**src/rtl/hamming_dec_engine_if.sv**
```systemverilog
// Bus bundle for hamming_dec_engine: start/complete handshake plus the
// byte-wide data-memory port.
//
// Handshake: req is a start request sampled on the rising clock edge while
// the engine is in IDLE or DONE and ignored otherwise. A one-cycle pulse is
// enough. ack is a registered level that rises once every word of the run
// has been written back. It stays high until req is sampled high again,
// which clears it and starts the next run. Memory reads are combinational in
// mem_addr with no wait states. A write lands on the rising edge while
// mem_we is high.
interface hamming_dec_engine_if;
  logic       req;
  logic       ack;
  logic [7:0] mem_addr;
  logic [7:0] mem_rdata;
  logic [7:0] mem_wdata;
  logic       mem_we;

  // Engine side.
  modport master (
    input  req,
    input  mem_rdata,
    output ack,
    output mem_addr,
    output mem_wdata,
    output mem_we
  );

  // Requester / memory side.
  modport slave (
    output req,
    output mem_rdata,
    input  ack,
    input  mem_addr,
    input  mem_wdata,
    input  mem_we
  );
endinterface

```
**src/rtl/hamming_dec_engine.sv**
```systemverilog
// hamming_dec_engine: SECDED decoder sequencer for 16-bit Hamming words.
// It reads NWORDS encoded words starting at IN_BASE and corrects single-bit
// errors. Double-bit errors are flagged and left uncorrected. For each word
// it writes {flags, 3'b000, d[11:9]} and d[8:1] starting at OUT_BASE, then
// raises ack.
// Optional feature macro: HAMDEC_STATS_EN adds the single_cnt/double_cnt
// saturating result counters.
module hamming_dec_engine #(
  parameter int unsigned IN_BASE  = 64,
  parameter int unsigned OUT_BASE = 94,
  parameter int unsigned NWORDS   = 15
) (
  input  logic                        clk,
  input  logic                        reset,
  hamming_dec_engine_if.master        bus,
  output logic [2:0]                  dbg_state
`ifdef HAMDEC_STATS_EN
  ,
  output logic [7:0]                  single_cnt,
  output logic [7:0]                  double_cnt
`endif
);

  typedef enum logic [2:0] {
    IDLE   = 3'd0,
    RD_LO  = 3'd1,
    RD_HI  = 3'd2,
    DECODE = 3'd3,
    WR_LO  = 3'd4,
    WR_HI  = 3'd5,
    DONE   = 3'd6
  } state_t;

  localparam logic [7:0] IN_B   = 8'(IN_BASE);
  localparam logic [7:0] OUT_B  = 8'(OUT_BASE);
  localparam logic [5:0] W_LAST = 6'(NWORDS - 1);

  state_t      state, state_nx;
  logic [5:0]  w;
  logic [15:0] cw;        // raw word after the reads, corrected after DECODE
  logic [1:0]  flags_q;
  logic [3:0]  syn;
  logic        par;
  logic [15:0] cw_fix;
  logic [1:0]  flags_nx;
  logic        start;
  logic [7:0]  in_addr, out_addr;

  assign dbg_state = state;
  assign start     = ((state == IDLE) || (state == DONE)) && bus.req;
  assign in_addr   = IN_B + {1'b0, w, 1'b0};
  assign out_addr  = OUT_B + {1'b0, w, 1'b0};

  // State register; reset drops the engine to IDLE immediately.
  always_ff @(posedge clk or negedge reset) begin
    if (!reset) state <= IDLE;
    else        state <= state_nx;
  end

  // Next state and memory-port drive. The memory outputs are decoded from
  // state, so an asynchronous reset kills mem_we in the same cycle.
  always_comb begin
    state_nx      = state;
    bus.mem_addr  = 8'h00;
    bus.mem_wdata = 8'h00;
    bus.mem_we    = 1'b0;
    case (state)
      IDLE:   if (bus.req) state_nx = RD_LO;
      RD_LO: begin
        bus.mem_addr = in_addr;
        state_nx     = RD_HI;
      end
      RD_HI: begin
        bus.mem_addr = in_addr + 8'd1;
        state_nx     = DECODE;
      end
      DECODE: state_nx = WR_LO;
      WR_LO: begin
        bus.mem_addr  = out_addr;
        bus.mem_wdata = {cw[12:9], cw[7:5], cw[3]};
        bus.mem_we    = 1'b1;
        state_nx      = WR_HI;
      end
      WR_HI: begin
        bus.mem_addr  = out_addr + 8'd1;
        bus.mem_wdata = {flags_q, 3'b000, cw[15:13]};
        bus.mem_we    = 1'b1;
        state_nx      = (w == W_LAST) ? DONE : RD_LO;
      end
      DONE:   if (bus.req) state_nx = RD_LO;
      default: state_nx = IDLE;
    endcase
  end

  // Syndrome is the XOR of the set-bit positions. Odd overall parity means a
  // single error at position syn, where syn=0 is p16 itself.
  always_comb begin
    syn = 4'd0;
    for (int i = 1; i < 16; i++) begin
      if (cw[i]) syn = syn ^ 4'(i);
    end
    par      = ^cw;
    cw_fix   = cw;
    flags_nx = 2'b00;
    if (par) begin
      cw_fix[syn] = ~cw[syn];
      flags_nx    = 2'b01;
    end else if (syn != 4'd0) begin
      flags_nx = 2'b10;
    end
  end

  // Word index, code-word capture and result latch (corrected word + flags).
  always_ff @(posedge clk or negedge reset) begin
    if (!reset) begin
      w       <= 6'd0;
      cw      <= 16'h0000;
      flags_q <= 2'b00;
    end else begin
      if (start)                              w <= 6'd0;
      else if (state == WR_HI && w != W_LAST) w <= w + 6'd1;
      if (state == RD_LO)  cw[7:0]  <= bus.mem_rdata;
      if (state == RD_HI)  cw[15:8] <= bus.mem_rdata;
      if (state == DECODE) begin
        cw      <= cw_fix;
        flags_q <= flags_nx;
      end
    end
  end

  // ack rises one cycle into DONE and is cleared by the req that leaves DONE.
  always_ff @(posedge clk or negedge reset) begin
    if (!reset) bus.ack <= 1'b0;
    else        bus.ack <= (state == DONE) && !bus.req;
  end

`ifdef HAMDEC_STATS_EN
  // Saturating result counters, cleared on the edge that starts a run.
  always_ff @(posedge clk or negedge reset) begin
    if (!reset) begin
      single_cnt <= 8'd0;
      double_cnt <= 8'd0;
    end else if (start) begin
      single_cnt <= 8'd0;
      double_cnt <= 8'd0;
    end else if (state == DECODE) begin
      if (flags_nx == 2'b01 && single_cnt != 8'hFF) single_cnt <= single_cnt + 8'd1;
      if (flags_nx == 2'b10 && double_cnt != 8'hFF) double_cnt <= double_cnt + 8'd1;
    end
  end
`endif

endmodule
```
**src/flat_wrapper.sv**
```systemverilog
// flat-port wrapper written by rule: the top's interface ports become plain ports
module hamming_dec_engine_flat 
#(
  parameter int unsigned IN_BASE  = 64,
  parameter int unsigned OUT_BASE = 94,
  parameter int unsigned NWORDS   = 15
)
  (clk, reset, dbg_state, bus_req, bus_mem_rdata, bus_ack, bus_mem_addr, bus_mem_wdata, bus_mem_we);
  hamming_dec_engine_if bus_i ();
  input  logic clk;
  input  logic reset;
  output logic [2:0] dbg_state;
  input wire logic [$bits(bus_i.req)-1:0] bus_req;
  input wire logic [$bits(bus_i.mem_rdata)-1:0] bus_mem_rdata;
  output wire logic [$bits(bus_i.ack)-1:0] bus_ack;
  output wire logic [$bits(bus_i.mem_addr)-1:0] bus_mem_addr;
  output wire logic [$bits(bus_i.mem_wdata)-1:0] bus_mem_wdata;
  output wire logic [$bits(bus_i.mem_we)-1:0] bus_mem_we;
  assign bus_i.req = bus_req;
  assign bus_i.mem_rdata = bus_mem_rdata;
  assign bus_ack = bus_i.ack;
  assign bus_mem_addr = bus_i.mem_addr;
  assign bus_mem_wdata = bus_i.mem_wdata;
  assign bus_mem_we = bus_i.mem_we;
  hamming_dec_engine #(.IN_BASE(IN_BASE), .OUT_BASE(OUT_BASE), .NWORDS(NWORDS)) u_core (.clk(clk), .reset(reset), .bus(bus_i), .dbg_state(dbg_state));
endmodule
```
**config.mk**
```make
export PLATFORM = sky130hd
export DESIGN_NAME = hamming_dec_engine_flat
export DESIGN_NICKNAME = d
export VERILOG_FILES = /design/src/rtl/hamming_dec_engine_if.sv /design/src/rtl/hamming_dec_engine.sv /design/src/flat_wrapper.sv
export SDC_FILE = /design/constraint.sdc
export NUM_CORES = 1
export LEC_CHECK = 0
export CAP_MARGIN = 20
export CELL_PAD_IN_SITES_DETAIL_PLACEMENT = 1
export CELL_PAD_IN_SITES_GLOBAL_PLACEMENT = 2
export CORE_UTILIZATION = 33
export CTS_CLUSTER_SIZE = 28
export DETAILED_ROUTE_END_ITERATION = 8
export GPL_ROUTABILITY_DRIVEN = 0
export HOLD_SLACK_MARGIN = 0.15
export PLACE_DENSITY_LB_ADDON = 0.1
export SKIP_CTS_REPAIR_TIMING = 1
export SYNTH_ARGS = -nofsm -noshare
export SYNTH_HDL_FRONTEND = slang
export SYNTH_SLANG_ARGS = --single-unit
```
**constraint.sdc**
```tcl
create_clock -name clk -period 3.2 [get_ports clk]
set_input_delay 0.48 -clock clk [delete_from_list [all_inputs] [get_ports clk]]
set_output_delay 0.48 -clock clk [all_outputs]
set_load 0.01 [all_outputs]
```
==> flow_summary.yaml, run 1 <==
floorplanning:
  core_area_um2: 6794
  die_h_um: 85.96
  initial_utilization_pct: 34.24
  io_pins: 32
  rows: 30
  die-area_um2: 7388
  die_x_um: 85.96
global_route:
  first_global_vias: 2292
  antenna_found_initial: 0
  grt_usage_pct: 22.84
  grt_first_pass_wirelength_um: 12880
  met1_usage_pct: 33.89
  busiest_layer: "met2"
  overflow: 0
  grt_max_degree: 29
  use_met2_pct: 35.35
  use_met3_pct: 3.176
yosys:
  syn_inst: 285
  synth_edf_count: 0
  yosysMostFrequentCell: "nor2_1"
  synth_seq_area_share_pct: 30.12
  yosys_warnings: 0
  avgSynthCellArea_um2: 8.161
  syn_nets: 299
  ys_ff_latch: 28
  synth.top_cells.by_area: "dfrtp_1 30%, nor2_1 6.6%, xnor2_1 6.4%"
  yosysTopAreaCell: "dfrtp_1"
  async_flop_share_pct: 100.0
  syn_area_um2: 2326
  synth_top_area_share_pct: 30.12
  synth_cell_types: 47
  ys.flop_type: "dfrtp_1"
  synthTopCellsByCount: "41 x nor2_1, 35 x nand2_1, 28 x dfrtp_1"
clock_tree:
  worstSkewPairLatency_ps: 280
  cts_root_buffer: "clkbuf_8"
  h-tree-depth: 1
  cts_buffers: 3
  cts.sinks: 28
  cts.reportedPaths.clkPinSlew_ps: 100
  cts_tree: "done"
  cts.path.max_buffers: 2
setup_path:
  critical_path_cell_count: 9
  max_stage_delay_ps: 430
  r2r_cells: 9
  slowest_stage: "dfrtp_1"
  crit_path_start: "u_core.cw[11]"
  r2r_slack_ps: 220
  worstPathRequired_ps: 3380
  r2r-start: "u_core.cw[11]"
  crit_buf_inv: 1
  worst_setup_path_start_kind: "flop"
  worstSetupEndpoint: "u_core.cw[0]"
  cp_cell_sequence: "buf_4, xnor2_1, xnor2_2, nor2_1, a22o_1, a221o_2, a32oi_4, nand4_1, o311ai_1"
  crit_type: "flop to flop"
  critical_path_arrival_ps: 3160
  critPathMaxFanout: 11
  worstReg2RegEnd: "u_core.cw[0]"
  endpoint_kind: "flop"
  cpLargestDelayFamily: "compound AO/OA/AOI/OAI gates"
route:
  routed_wirelength_um: 8079
  wl_per_cell_um: 19.56
  drt_pass1_iterations: 4
  drt_iter0_markers: 91
  route.detailed.drc: 0
  vias_per_cell: 5.433
  via_count: 2244
  drtAntennaViolNets: 0
sta:
  slew_headroom_pct: 49.84
  worst_slew_pin_slew_ps: 750.6
  tns_ps: 0
  max_freq_ghz: 0.3360
  hold_viol: 0
  period_share_pct: 92.99
  finClkSkew_ps: 6.858
  rsz0062_at_grt: "no"
  setup_violations: 0
  fin_crit_ps: 2976
  slew_viol_final: 0
placement:
  dp_hpwl_um: 5979
  detailed_place.area_um2: 2780
  io_buffers: 31
cells_and_area:
  n_antenna_cell: 0
  fin_nets: 333
  final_area_um2: 2821
  layout-drive-gt1-share_pct: 9.464
  area_delta_synth_final_pct: 21.30
worst_hold_path:
  holdPathStages: 2
  holdCritPathClass: "flop to flop"
run_status:
  status: "complete, no violations"
job:
  drv_cap: 0
-- layout by cell type (no fill, tap or decap), types with 6 or more instances in the layout --
master,synthesis,routed
xnor2_1,17,17
o22ai_1,8,8
buf_4,0,13
nand2_1,35,35
and2_1,6,6
dfrtp_1,28,28
xor2_1,8,8
nor2_1,41,41
o21ai_0,24,24
nand3_1,7,7
a31oi_1,8,8
mux2i_1,8,8
a21oi_1,15,15
clkdlybuf4s50_1,0,31
-- per-stage QoR --
step / worst slack, ps / hold slack, ps / utilization [%] / std cells
final: 224.2 / 486.7 / 41.53 / 413
after global routing: 74.85 / 513.3 / 41.53 / 413
after CTS: 221.4 / 488.6 / 41.53 / 413
after detailed placement: 256.6 / 463.6 / 40.92 / 410
after global placement: 295.0 / 457.9 / 40.92 / 410
after floorplan: 621.4 / 184.4 / - / 285
-- routing by layer --
layer  vias to the layer above  share of wire [%]
li1                       1069                  -
met1                      1123                 50
met4                         0               0.68
met3                         4                4.8
met2                        48                 45
met5                         -                  0
-- flip-flops by register name, indices dropped and copies added, names as in the netlist --
register	count
u_core.bus.ack	1
u_core.w	6
u_core.dbg_state	3
u_core.cw	16
u_core.flags_q	2
-- logic make-up (layout without fill, tap and decap cells) --
family,count (synthesis),after routing,synth area share (%)
AOI/OAI and AO/OA,80,80,22.54
xor gates and xnor gates,32,32,15.38
adders and majority gates,3,3,1.614
buffers and inverters,20,52,3.981
DFF,28,28,30.12
muxes,8,8,3.443
and+or+nand+nor,114,114,22.92
-- area by class of cell --
cell class	instances	area [um^2]
inverters	5	18.77
fillers	825	3973
multi-input cells	237	1533
repair buffers	44	407.9
clock buffers	3	41.29
flip-flops and latches	28	700.7
well taps	96	120.1
-- worst register-to-register path, delay by kind of cell (launching register included) --
kind / cells / cell delay, ps
AO/OA/AOI/OAI: 4 / 1470
XOR/XNOR: 2 / 530
buffers and inverters: 1 / 180
flip-flops: 1 / 430
AND/OR/NAND/NOR: 2 / 260
-- how the worst min path moves through the flow --
| stage | from | to | slack, ps |
|---|---|---|---|
| detailed placement | u_core.flags_q[0] | u_core.flags_q[0] | 460 |
| floorplan | reset | u_core.bus.ack | 180 |
| global route | u_core.flags_q[0] | u_core.flags_q[0] | 510 |
| finish | u_core.flags_q[0] | u_core.flags_q[0] | 490 |
| global placement | u_core.flags_q[0] | u_core.flags_q[0] | 460 |
| CTS | u_core.flags_q[0] | u_core.flags_q[0] | 490 |
Power of run 1 is left out: the tool's default activity adds up to more than one toggle a clock period on the data nets, which glitch-free logic cannot reach.
==> run 2, diff against run 1 <==
SETUP_SLACK_MARGIN = 0.05   (was default)
SLEW_MARGIN = 15   (was default)
==> results of run 2 <==
No change in the layout: final DEF, timing and power equal those of run 1.
Power of run 2 is left out for the same reason.
==> run 3, diff against run 2 <==
CORE_MARGIN = 4   (was default)
PLACE_DENSITY = 0.88   (was default)
PLACE_DENSITY_LB_ADDON = default   (was 0.1)
==> run 3 against run 2 <==
Net effect: wire length fell by 6.7%; first-iteration DRC count rose by 14%; fmax about the same; final area is 0.44% lower; clock skew shrank 4.5 ps; core utilization decreased by 0.41 points; via count is 0.94% higher; worst setup slack got worse by 2.1 ps; sequential share of layout area rose by 0.16 points; global-route usage fell by 5.0 points; register-to-register slack about the same; count of clock-buffer cells in the layout is the same.
==> flow_summary.yaml, run 3 (synthesis gave the netlist of run 1 again) <==
clock_tree:
  cts_tree: "done"
  cts.sinks: 28
  h-tree-depth: 1
  cts.reportedPaths.clkPinSlew_ps: 110
  cts_buffers: 3
  cts.path.max_buffers: 2
  cts_root_buffer: "clkbuf_8"
  worstSkewPairLatency_ps: 290
floorplanning:
  initial_utilization_pct: 34.05
  die-area_um2: 8456
  die_x_um: 91.96
  die_h_um: 91.96
  rows: 30
  io_pins: 32
  core_area_um2: 6832
route:
  drt_pass1_iterations: 4
  drt_iter0_markers: 104
  route.detailed.drc: 0
  drtAntennaViolNets: 0
  routed_wirelength_um: 7539
  via_count: 2265
  vias_per_cell: 5.551
  wl_per_cell_um: 18.48
cells_and_area:
  largest_reg_flops: 16
  layout-drive-gt1-share_pct: 8.654
  multiInputGateArea_um2: 1534
  instances_no_fill: 408
  final_common_cell: "nor2_1"
  area_delta_synth_final_pct: 20.76
  top_register: "u_core.cw"
  n_antenna_cell: 0
  final_area_um2: 2809
  layout_common_cells: "41 x nor2_1, 35 x nand2_1, 31 x clkdlybuf4s50_1, 27 x dfrtp_1, 24 x o21ai_0"
  fin_nets: 327
  fill_cells: 847
  register_area_um2: 701.9
setup_path:
  endpoint_kind: "flop"
  critical_path_arrival_ps: 3170
  critPathMaxFanout: 8
  worstPathRequired_ps: 3390
  crit_type: "flop to flop"
  worst_setup_path_start_kind: "flop"
  r2r_cells: 8
global_route:
  antenna_found_initial: 0
  grt_first_pass_wirelength_um: 12020
  grt_usage_pct: 17.79
  first_global_vias: 2316
  grt_max_degree: 29
  overflow: 0
placement:
  io_buffers: 31
  dp_hpwl_um: 5655
  placedCellCount: 404
  detailed_place.area_um2: 2735
sta:
  setup_violations: 0
  slew_viol_final: 0
  slew_headroom_pct: 47.82
  period_share_pct: 93.06
  finClkSkew_ps: 2.313
  tns_ps: 0
  rsz0062_at_grt: "no"
  max_freq_ghz: 0.3358
  worst_slew_pin_slew_ps: 777.0
  fin_crit_ps: 2978
  hold_viol: 0
worst_hold_path:
  holdPathStages: 2
  holdCritPathClass: "flop to flop"
job:
  drv_cap: 0
run_status:
  status: "complete, no violations"
==> run 3: cell type report <==
type                       count  share of cell area (%)
clock buffer                   3                   1.470
sequential                    28                   24.99
inverter                       5                  0.6682
timing repair buffer          38                   12.92
multi-input combinational    237                   54.61
tap                           96                   4.276
clock inverter                 1                   1.069
==> run 3: path summary, 6_finish.rpt <==
| path | from | endpoint | slack, ps |
|---|---|---|---|
| setup / recovery | u_core.cw[15] | u_core.cw[0] | 220 |
| hold / removal | u_core.flags_q[1] | u_core.flags_q[1] | 510 |
| setup reg to reg | u_core.cw[15] | u_core.cw[0] | 220 |
| hold reg to reg | u_core.flags_q[1] | u_core.flags_q[1] | 510 |
| max in group asynchronous | reset | u_core.cw[9] | 2310 |
| min in group asynchronous | reset | u_core.w[0] | 580 |
==> run 3: worst max-delay path, stage by stage, from the launching register on <==
cell      delay, ps
dfrtp_1         550
xor2_2          260
xnor2_2         430
nor3_1          140
a21o_1          270
a221o_2         440
a32oi_4         330
nand4_1         170
o311ai_1        300
==> run 3: through the flow <==
step / util [%] / setup WS, ps / hold WS, ps
after floorplan: - / 621.4 / 184.4
after CTS: 41.08 / 208.8 / 510.9
after global routing: 41.12 / 50.46 / 526.4
after global placement: 40.04 / 324.3 / 465.1
final: 41.12 / 222.1 / 510.4
after detailed placement: 40.04 / 237.0 / 476.7
==> run 3: layer usage <==
metal | wire length, um | up-vias | GRT usage [%]
met1 | 3195 | 1127 | 22.31
met5 | 0 | - | 0
met2 | 3875 | 65 | 32.48
li1 | - | 1065 | -
met4 | 78 | 0 | 4.579
met3 | 390 | 8 | 1.723
Power of run 3 is left out for the same reason.
